### src/rtl/module_rx_arbiter.sv
// Four-lane receive arbiter: 1-deep buffer per lane, round-robin grant into a registered output.
// Define RX_ARBITER_PRIO_EN to give lane 0 absolute priority over lanes 1-3.
module module_rx_arbiter #(
  parameter int DATA_W = 32
) (
  input  logic                  clk_rx_arbiter,
  input  logic                  reset_L,
  input  logic [3:0]            lane_en,
  input  logic [3:0]            valid_in,
  input  logic [4*DATA_W-1:0]   data_in,
  output logic [3:0]            ready_out,
  input  logic                  ready_in,
  output logic                  valid_out,
  output logic [DATA_W-1:0]     data_out,
  output logic [1:0]            lane_id_out
);

  localparam int LANES = 4;

  logic [3:0]        full_q, full_d;
  logic [DATA_W-1:0] buf_q [LANES];
  logic [DATA_W-1:0] buf_d [LANES];
  logic [1:0]        ptr_q, ptr_d;
  logic              valid_q, valid_d;
  logic [DATA_W-1:0] data_q, data_d;
  logic [1:0]        id_q, id_d;

  logic [3:0] elig, cand, capture, clr, rot;
  logic [7:0] dbl, shifted;
  logic [2:0] sh;
  logic [1:0] off, gnt;
  logic       adv, rr_vld, gnt_vld, upd_ptr;

  // Reset gating keeps every lane closed while reset_L is held low.
  assign ready_out   = ~full_q & lane_en & {4{reset_L}};
  assign capture     = valid_in & ready_out;
  assign elig        = full_q & lane_en;
  assign adv         = ~valid_q | ready_in;
  assign valid_out   = valid_q;
  assign data_out    = data_q;
  assign lane_id_out = id_q;

`ifdef RX_ARBITER_PRIO_EN
  assign cand = elig & 4'b1110;
`else
  assign cand = elig;
`endif

  // Rotate so bit 0 is the lane after ptr; lowest set bit wins.
  always_comb begin
    dbl     = {cand, cand};
    sh      = {1'b0, ptr_q} + 3'd1;
    shifted = dbl >> sh;
    rot     = shifted[3:0];
    rr_vld  = 1'b0;
    off     = 2'd0;
    for (int i = 3; i >= 0; i--) begin
      if (rot[i]) begin
        rr_vld = 1'b1;
        off    = 2'(i);
      end
    end
  end

  always_comb begin
    gnt     = ptr_q + 2'd1 + off;
    gnt_vld = rr_vld;
    upd_ptr = rr_vld;
`ifdef RX_ARBITER_PRIO_EN
    if (elig[0]) begin
      gnt     = 2'd0;
      gnt_vld = 1'b1;
      upd_ptr = 1'b0;
    end
`endif
  end

  always_comb begin
    valid_d = valid_q;
    data_d  = data_q;
    id_d    = id_q;
    ptr_d   = ptr_q;
    clr     = 4'd0;
    for (int i = 0; i < LANES; i++) begin
      buf_d[i] = buf_q[i];
      if (capture[i]) buf_d[i] = data_in[DATA_W*i +: DATA_W];
    end
    if (adv) begin
      if (gnt_vld) begin
        valid_d  = 1'b1;
        data_d   = buf_q[gnt];
        id_d     = gnt;
        clr[gnt] = 1'b1;
        if (upd_ptr) ptr_d = gnt;
      end else begin
        valid_d = 1'b0;
      end
    end
    // A granted lane is full, a capturing lane is empty: never the same lane.
    full_d = (full_q & ~clr) | capture;
  end

  always_ff @(posedge clk_rx_arbiter or negedge reset_L) begin
    if (!reset_L) begin
      full_q  <= 4'd0;
      ptr_q   <= 2'd3;
      valid_q <= 1'b0;
      data_q  <= '0;
      id_q    <= 2'd0;
      for (int i = 0; i < LANES; i++) buf_q[i] <= '0;
    end else begin
      full_q  <= full_d;
      ptr_q   <= ptr_d;
      valid_q <= valid_d;
      data_q  <= data_d;
      id_q    <= id_d;
      for (int i = 0; i < LANES; i++) buf_q[i] <= buf_d[i];
    end
  end

endmodule

### config.mk
export PLATFORM = sky130hd
export DESIGN_NAME = module_rx_arbiter
export DESIGN_NICKNAME = d
export VERILOG_FILES = /design/src/rtl/module_rx_arbiter.sv
export SDC_FILE = /design/constraint.sdc
export NUM_CORES = 1
export LEC_CHECK = 0
export CAP_MARGIN = 0
export CORE_UTILIZATION = 46
export CTS_CLUSTER_DIAMETER = 30
export DETAILED_ROUTE_END_ITERATION = 12
export GPL_TIMING_DRIVEN = 1
export PLACE_DENSITY = 0.77
export SYNTH_ARGS = -nofsm -noshare
export SYNTH_HDL_FRONTEND = slang
export SYNTH_SLANG_ARGS = --single-unit
### constraint.sdc
create_clock -name clk_rx_arbiter -period 2.82 [get_ports clk_rx_arbiter]
set_input_delay 0.705 -clock clk_rx_arbiter [delete_from_list [all_inputs] [get_ports clk_rx_arbiter]]
set_output_delay 0.705 -clock clk_rx_arbiter [all_outputs]
set_load 0.005 [all_outputs]
# Yosys cells after proc, flatten, opt, wreduce, memory -nomap -nowiden
# Index checks and enable logic that the tools add are counted.
# totals
ramBits,0
inputBits,139
mem_bits_ro,0
memories,0
latchBits,0
word_cells,45
register_bits,169
out_inout_bits,39
# classes
n_reduce_logical,2
n_div,0
multipliers,0
add_sub_neg,3
magnitude_cmp,3
muxes,16
eq_ne,0
bitwise_logic,11
n_shift,1
# ops
op,n
32-bit binary-select mux with 2-bit select,1
32-bit two-way mux,2
4-bit bitwise AND,5
2-bit two-way mux,4
4-bit two-way mux,2
4-bit inverter,2
8-bit by 3-bit right shift with 4-bit output,1
1-bit two-way mux,6
4-bit bitwise OR,1
2-bit by 1-bit adder with 3-bit output (second input constant),1
3-bit >= comparator (second input constant),1
2-bit by 3-bit less-than comparator with 1-bit output (second input constant),1
2-bit inverter with 3-bit output,1
2-bit by 1-bit adder with 2-bit output (second input constant),1
2-bit adder,1
1-bit demux with 2-bit select,1
2-bit by 1-bit >= comparator with 1-bit output (second input constant),1
2-bit AND reduction,1
1-bit logical AND,1
1-bit inverter,1
1-bit bitwise OR,1

# Depth between registers and ports, before layout
# depth
word_depth,16
mapped_depth,14
depth_no_buf,11

# Worst setup path after synthesis
# No wires, ideal clock.
# synth_path
path_kind,input -> register
startpoint,in lane_en[2]
endpoint,"reg data_q[0], in the netlist data_out[0]"
path_buffers,2
t_required_ns,2.685
setup_slack_ns,-0.242
setup_time_ns,0.135
stages,11
arrival_ns,2.927
path_cell_list,nand2_1 > o21a_1 > a21oi_1 > a21oi_1 > o32a_1 > ha_1 > clkbuf_1 > clkbuf_1 > mux2_2 > nor4_1 > o31ai_1
# synth_via
elab_chain_len,11
word_cells_on_any_way,16
cone_classes,add/sub (1); shift (1); mux (11); bitwise (2); reduce/logical (1)
# synth_rtl
item,line,text
from (decl),8,"input logic [3:0] lane_en,"
4-bit bitwise AND *,37,assign elig = full_q & lane_en;
8-bit by 3-bit right shift with 4-bit output *,53,shifted = dbl >> sh;
2-bit two-way mux (4 in series),58,if (rot[i]) begin
2-bit adder,66,gnt = ptr_q + 2'd1 + off;
2-bit inverter with 3-bit output (not written as such),91,data_d = buf_q[gnt];
32-bit binary-select mux with 2-bit select,91,
32-bit two-way mux (not written as such) (2 in series),91,
to (signal assigned),115,data_q <= data_d;
to (decl),25,"logic [DATA_W-1:0] data_q, data_d;"
# Mark *: on every way between the ends. The rest lies on a longest branch, timed or not. The select of a mux whose other input is x is not followed.
# A chain may end at the register's enable or synchronous reset.

# Worst setup path in the final report
# layout_path
startpoint,reg ptr_q[0]
endpoint,"reg data_q[15], in the netlist data_out[15]"
# layout_via
elab_chain_len,11
word_cells_on_any_way,17
cone_classes,add/sub (3); shift (1); mux (11); bitwise (1); reduce/logical (1)
# layout_rtl
item,line,text
from (decl),23,"logic [1:0] ptr_q, ptr_d;"
from (signal assigned),113,ptr_q <= ptr_d;
2-bit by 1-bit adder with 3-bit output,52,"sh = {1'b0, ptr_q} + 3'd1;"
8-bit by 3-bit right shift with 4-bit output,53,
2-bit two-way mux (4 in series),58,
2-bit adder,66,
2-bit inverter with 3-bit output (not written as such),91,
32-bit binary-select mux with 2-bit select,91,
32-bit two-way mux (not written as such) (2 in series),91,
# Parallel ways exist; a longest one is shown, timed or not. The select of a mux whose other input is x is not followed.

==> flow_summary.ini <==
[run_status]
status = finished, final reports clean

[setup_path]
path_delay_family = flip-flops
setup.worst_path.start_class = flip-flop
critPathKind = flip-flop to flip-flop
max_stage_delay_ns = 0.61
slowest_stage = dfstp_2
worstPathRequired_ns = 3.12
rrSetupSlack_ns = 0.13
crit_arrival_ns = 2.99
cp_max_fo = 12
critPathBufInv = 2
cp_cell_sequence = nand3b_1 > o21ai_2 > o32a_1 > ha_4 > buf_12 > buf_16 > mux2_2 > nor4_2 > o31ai_1
r2r-end = data_out[15]$_DFFE_PN0P_
reg2regPathDepth = 9
rr_startpoint = ptr_q[0]$_DFFE_PN1P_
crit_path_end_kind = flip-flop

[timing]
fin_crit_sh_pct = 95.4
fin_setup_tns_ns = 0
setup_viol = 0
fmax_ghz = 0.372
slew_violations = 0
relSlewSlack_pct = 40.4
finalCriticalPeriod_ns = 2.69
rsz0062_at_grt = true
timing.final.hold_violations = 0
worst_pin_slew_ns = 0.894
fin_skew_ns = 0.00842
worst_slack_ns = 0.130

[clock_network]
cts_buffers = 17
clkTransAtPathRegs_ns = 0.06
cts.hold.buffers_added = 0
clk_latency_ns = 0.42
cts_root_buf = clkbuf_16
clk_path_buf_depth = 2
h-tree-depth = 4
cts.sinks = 169
cts_tree = yes

[finish]
n_fill_cell = 1154
seq_area_sq_um = 4230
multi_input_area_sq_um = 3720
design_area_sq_um = 11300
final_nets = 941
postLayoutCoreUtil_pct = 67.7
n_antenna_cell = 0
instances_no_fill = 1032
drive_gt1_share_pct = 39.8
syn_to_final_growth_pct = 43.3

[power]
p_per_area_nw_per_um2 = 1490
internal_power_mw = 10.4
p_sw_share_pct = 37.8
clkPwrFrac_pct = 14.0
leakagePower_nw = 4.66
seqPwrFrac_pct = 26.3
peakVddDrop_mv = 0.928
switchingPower_mw = 6.35
p_comb_share_pct = 59.7

[synth]
synth_top_family_by_area = multiplexers
syn_avg_cell_area_sq_um = 13.0
synth-seq-cells = 169
syn-instance-count = 605
synthSimpleGateAreaFrac_pct = 6.86
synth_xor_area_share_pct = 0
ys_seq_area_share_pct = 53.8
synth_cell_types = 38
synthMuxAreaShare_pct = 27.5
syn-num-nets = 746
synth-adder-area-share_pct = 0.318
syn_area_sq_um = 7870
synth_compound_area_share_pct = 8.13
yosys_warnings = 0

[route]
wl_met1_um = 9340
antenna_left = 0
drt_iter0_drc = 374
wl_met2_um = 11200
wl_per_cell_um = 21.9
top_layer = met4
drc = 0
routed_via_density = 5.75
first_pass_iters = 5
vias = 5930
wl_met3_um = 1230
wirelength_um = 22600

[placement]
post-place-ws_ns = -0.656
dpl_cell_area_sq_um = 10100
port_buffers = 177
dp_hpwl_um = 14900
gp_congestion = 0.851
dp.cells = 989

[global_route]
antenna_found_initial = 0
grt_overflow_total = 0
grt_first_pass_wirelength_um = 35300
track_usage_pct = 26.5
first_global_vias = 6422
grt_max_degree = 71

[floorplanning]
die_w_um = 133
die_h_um = 133
ios = 178
start_util_pct = 47.3
core_area_sq_um = 16600
fp-row-count = 47
die_area_sq_um = 17600

[hold_path]
hp-class = input pin to asynchronous set/reset pin

[job]
cap_violations = 0
==> synth_stat cells <==
cell type / instances / share of area, %
and3_1: 4 / 0.32
buf_6: 6 / 0.86
a22o_1: 2 / 0.22
nand3_2: 1 / 0.13
o311ai_0: 1 / 0.11
o21a_1: 2 / 0.19
nor3_4: 1 / 0.21
mux2_2: 192 / 27
buf_1: 12 / 0.57
inv_1: 4 / 0.19
nor2b_1: 3 / 0.24
dfrtp_1: 167 / 53
nand2_1: 43 / 2.1
a21oi_1: 2 / 0.13
o32a_1: 1 / 0.13
nor4_1: 32 / 2.5
dfstp_2: 2 / 0.67
a21boi_0: 1 / 0.095
nor2_1: 1 / 0.048
and3b_1: 2 / 0.22
o21ai_1: 1 / 0.064
and4_1: 1 / 0.11
o41ai_1: 1 / 0.11
or3_1: 1 / 0.080
ha_1: 2 / 0.32
a311o_1: 2 / 0.25
clkbuf_1: 16 / 0.76
a21o_1: 1 / 0.095
o21ai_0: 6 / 0.38
nand2b_1: 1 / 0.080
nand3_1: 5 / 0.32
nand3b_1: 2 / 0.19
a31oi_2: 6 / 0.95
o31ai_1: 33 / 3.1
a31oi_1: 27 / 2.1
nand4_1: 4 / 0.32
buf_2: 16 / 1.0
a211oi_1: 1 / 0.095
==> per-stage QoR <==
step / total power [mW] / hold WS [ns]
floorplan: 9.41 / 0.409
detailed placement: 12.3 / 0.479
global route: 17.6 / 0.0497
CTS: 16.3 / 0.0488
global placement: 12.0 / 0.462
finish: 16.8 / 0.0651
==> sequential cells by signal, summed over array words and instances, names as in the netlist <==
name	cells
buf_q	128
lane_id_out	2
full_q	4
valid_out	1
ptr_q	2
data_out	32
==> power groups by stage <==
stage	sequential, mW	combinational, mW	clock, mW
floorplan	4.17	5.24	0
global placement	4.31	7.67	0
detailed placement	4.40	7.90	0
CTS	4.38	9.58	2.39
global route	4.55	10.5	2.51
finish	4.42	10.0	2.35
==> per-layer routing <==
| layer | track usage [%] | up-vias |
|---|---|---|
| met4 | 11.9 | 0 |
| met2 | 44.1 | 219 |
| met5 | 0 | - |
| li1 | - | 2648 |
| met3 | 5.33 | 58 |
| met1 | 33.6 | 3005 |
==> placed cells by master (no fill, tap or decap), types with 2 or more instances in the layout <==
cell / netlist / final
o31ai_1: 33 / 31
clkdlybuf4s50_1: 0 / 172
and3_1: 4 / 4
nand3_1: 5 / 4
a31oi_2: 6 / 10
a311o_1: 2 / 2
buf_6: 6 / 4
a22o_1: 2 / 2
inv_6: 0 / 2
clkbuf_16: 0 / 17
buf_4: 0 / 26
o21a_1: 2 / 2
nand3b_1: 2 / 2
dlygate4sd2_1: 0 / 3
nand2_1: 43 / 41
clkinv_2: 0 / 3
nand3_2: 1 / 2
clkinvlp_4: 0 / 2
clkbuf_1: 16 / 2
dfrtp_1: 167 / 167
inv_1: 4 / 3
buf_16: 0 / 5
nand2_2: 0 / 2
buf_12: 0 / 15
a31oi_1: 27 / 22
o21ai_0: 6 / 3
a21oi_1: 2 / 2
mux2_2: 192 / 191
nor4_1: 32 / 6
nand4_1: 4 / 4
nor4_2: 0 / 15
bufinv_16: 0 / 3
nor4_4: 0 / 11
dfstp_2: 2 / 2
nor2b_1: 3 / 3
and3b_1: 2 / 2
o31ai_2: 0 / 2
o21ai_1: 1 / 3
==> cell families after synthesis <==
| family | count (synthesis) |
|---|---|
| muxes | 192 |
| buffers and inverters | 54 |
| adders and majority gates | 2 |
| and+or+nand+nor | 101 |
| DFF | 169 |
| AOI/OAI and AO/OA | 87 |
==> how the worst max path moves through the flow <==
stage / cells after the start / slack (ns) / start / endpoint
after floorplan: 13 / 0.005 / lane_en[2] / data_out[24]$_DFFE_PN0P_
after global placement: 11 / -0.52 / lane_en[2] / data_out[2]$_DFFE_PN0P_
after detailed placement: 11 / -0.66 / lane_en[2] / data_out[7]$_DFFE_PN0P_
after CTS: 13 / -0.002 / lane_en[0] / data_out[23]$_DFFE_PN0P_
after global routing: 12 / -0.01 / ptr_q[0]$_DFFE_PN1P_ / data_out[4]$_DFFE_PN0P_
final: 9 / 0.13 / ptr_q[0]$_DFFE_PN1P_ / data_out[15]$_DFFE_PN0P_
==> cell type report <==
cell class              instances  area share [%]
flip-flops and latches        169            37.5
repair buffers                226            21.6
well taps                     220            2.44
clock buffers                  20            3.96
inverters                       4           0.133
clock inverters                11            1.30
multi-input cells             382            33.0
==> worst reg2reg max path, stage by stage (launching register included) <==
cell	delay (ns)
dfstp_2	0.61
nand3b_1	0.17
o21ai_2	0.08
o32a_1	0.38
ha_4	0.40
buf_12	0.13
buf_16	0.13
mux2_2	0.36
nor4_2	0.18
o31ai_1	0.13
==> repair_timing <==
| action | 4_1_cts | 5_1_grt |
|---|---|---|
| setup buffers | 6 | 3 |
| endpoints found under the setup margin | 35 | 38 |
| hold endpoints to repair | 0 | 0 |
| gates resized for setup | 53 | 18 |
| pin swaps | 6 | 12 |
| cloned | 5 | 0 |
No activity file was read; power rests on OpenSTA's default activity.
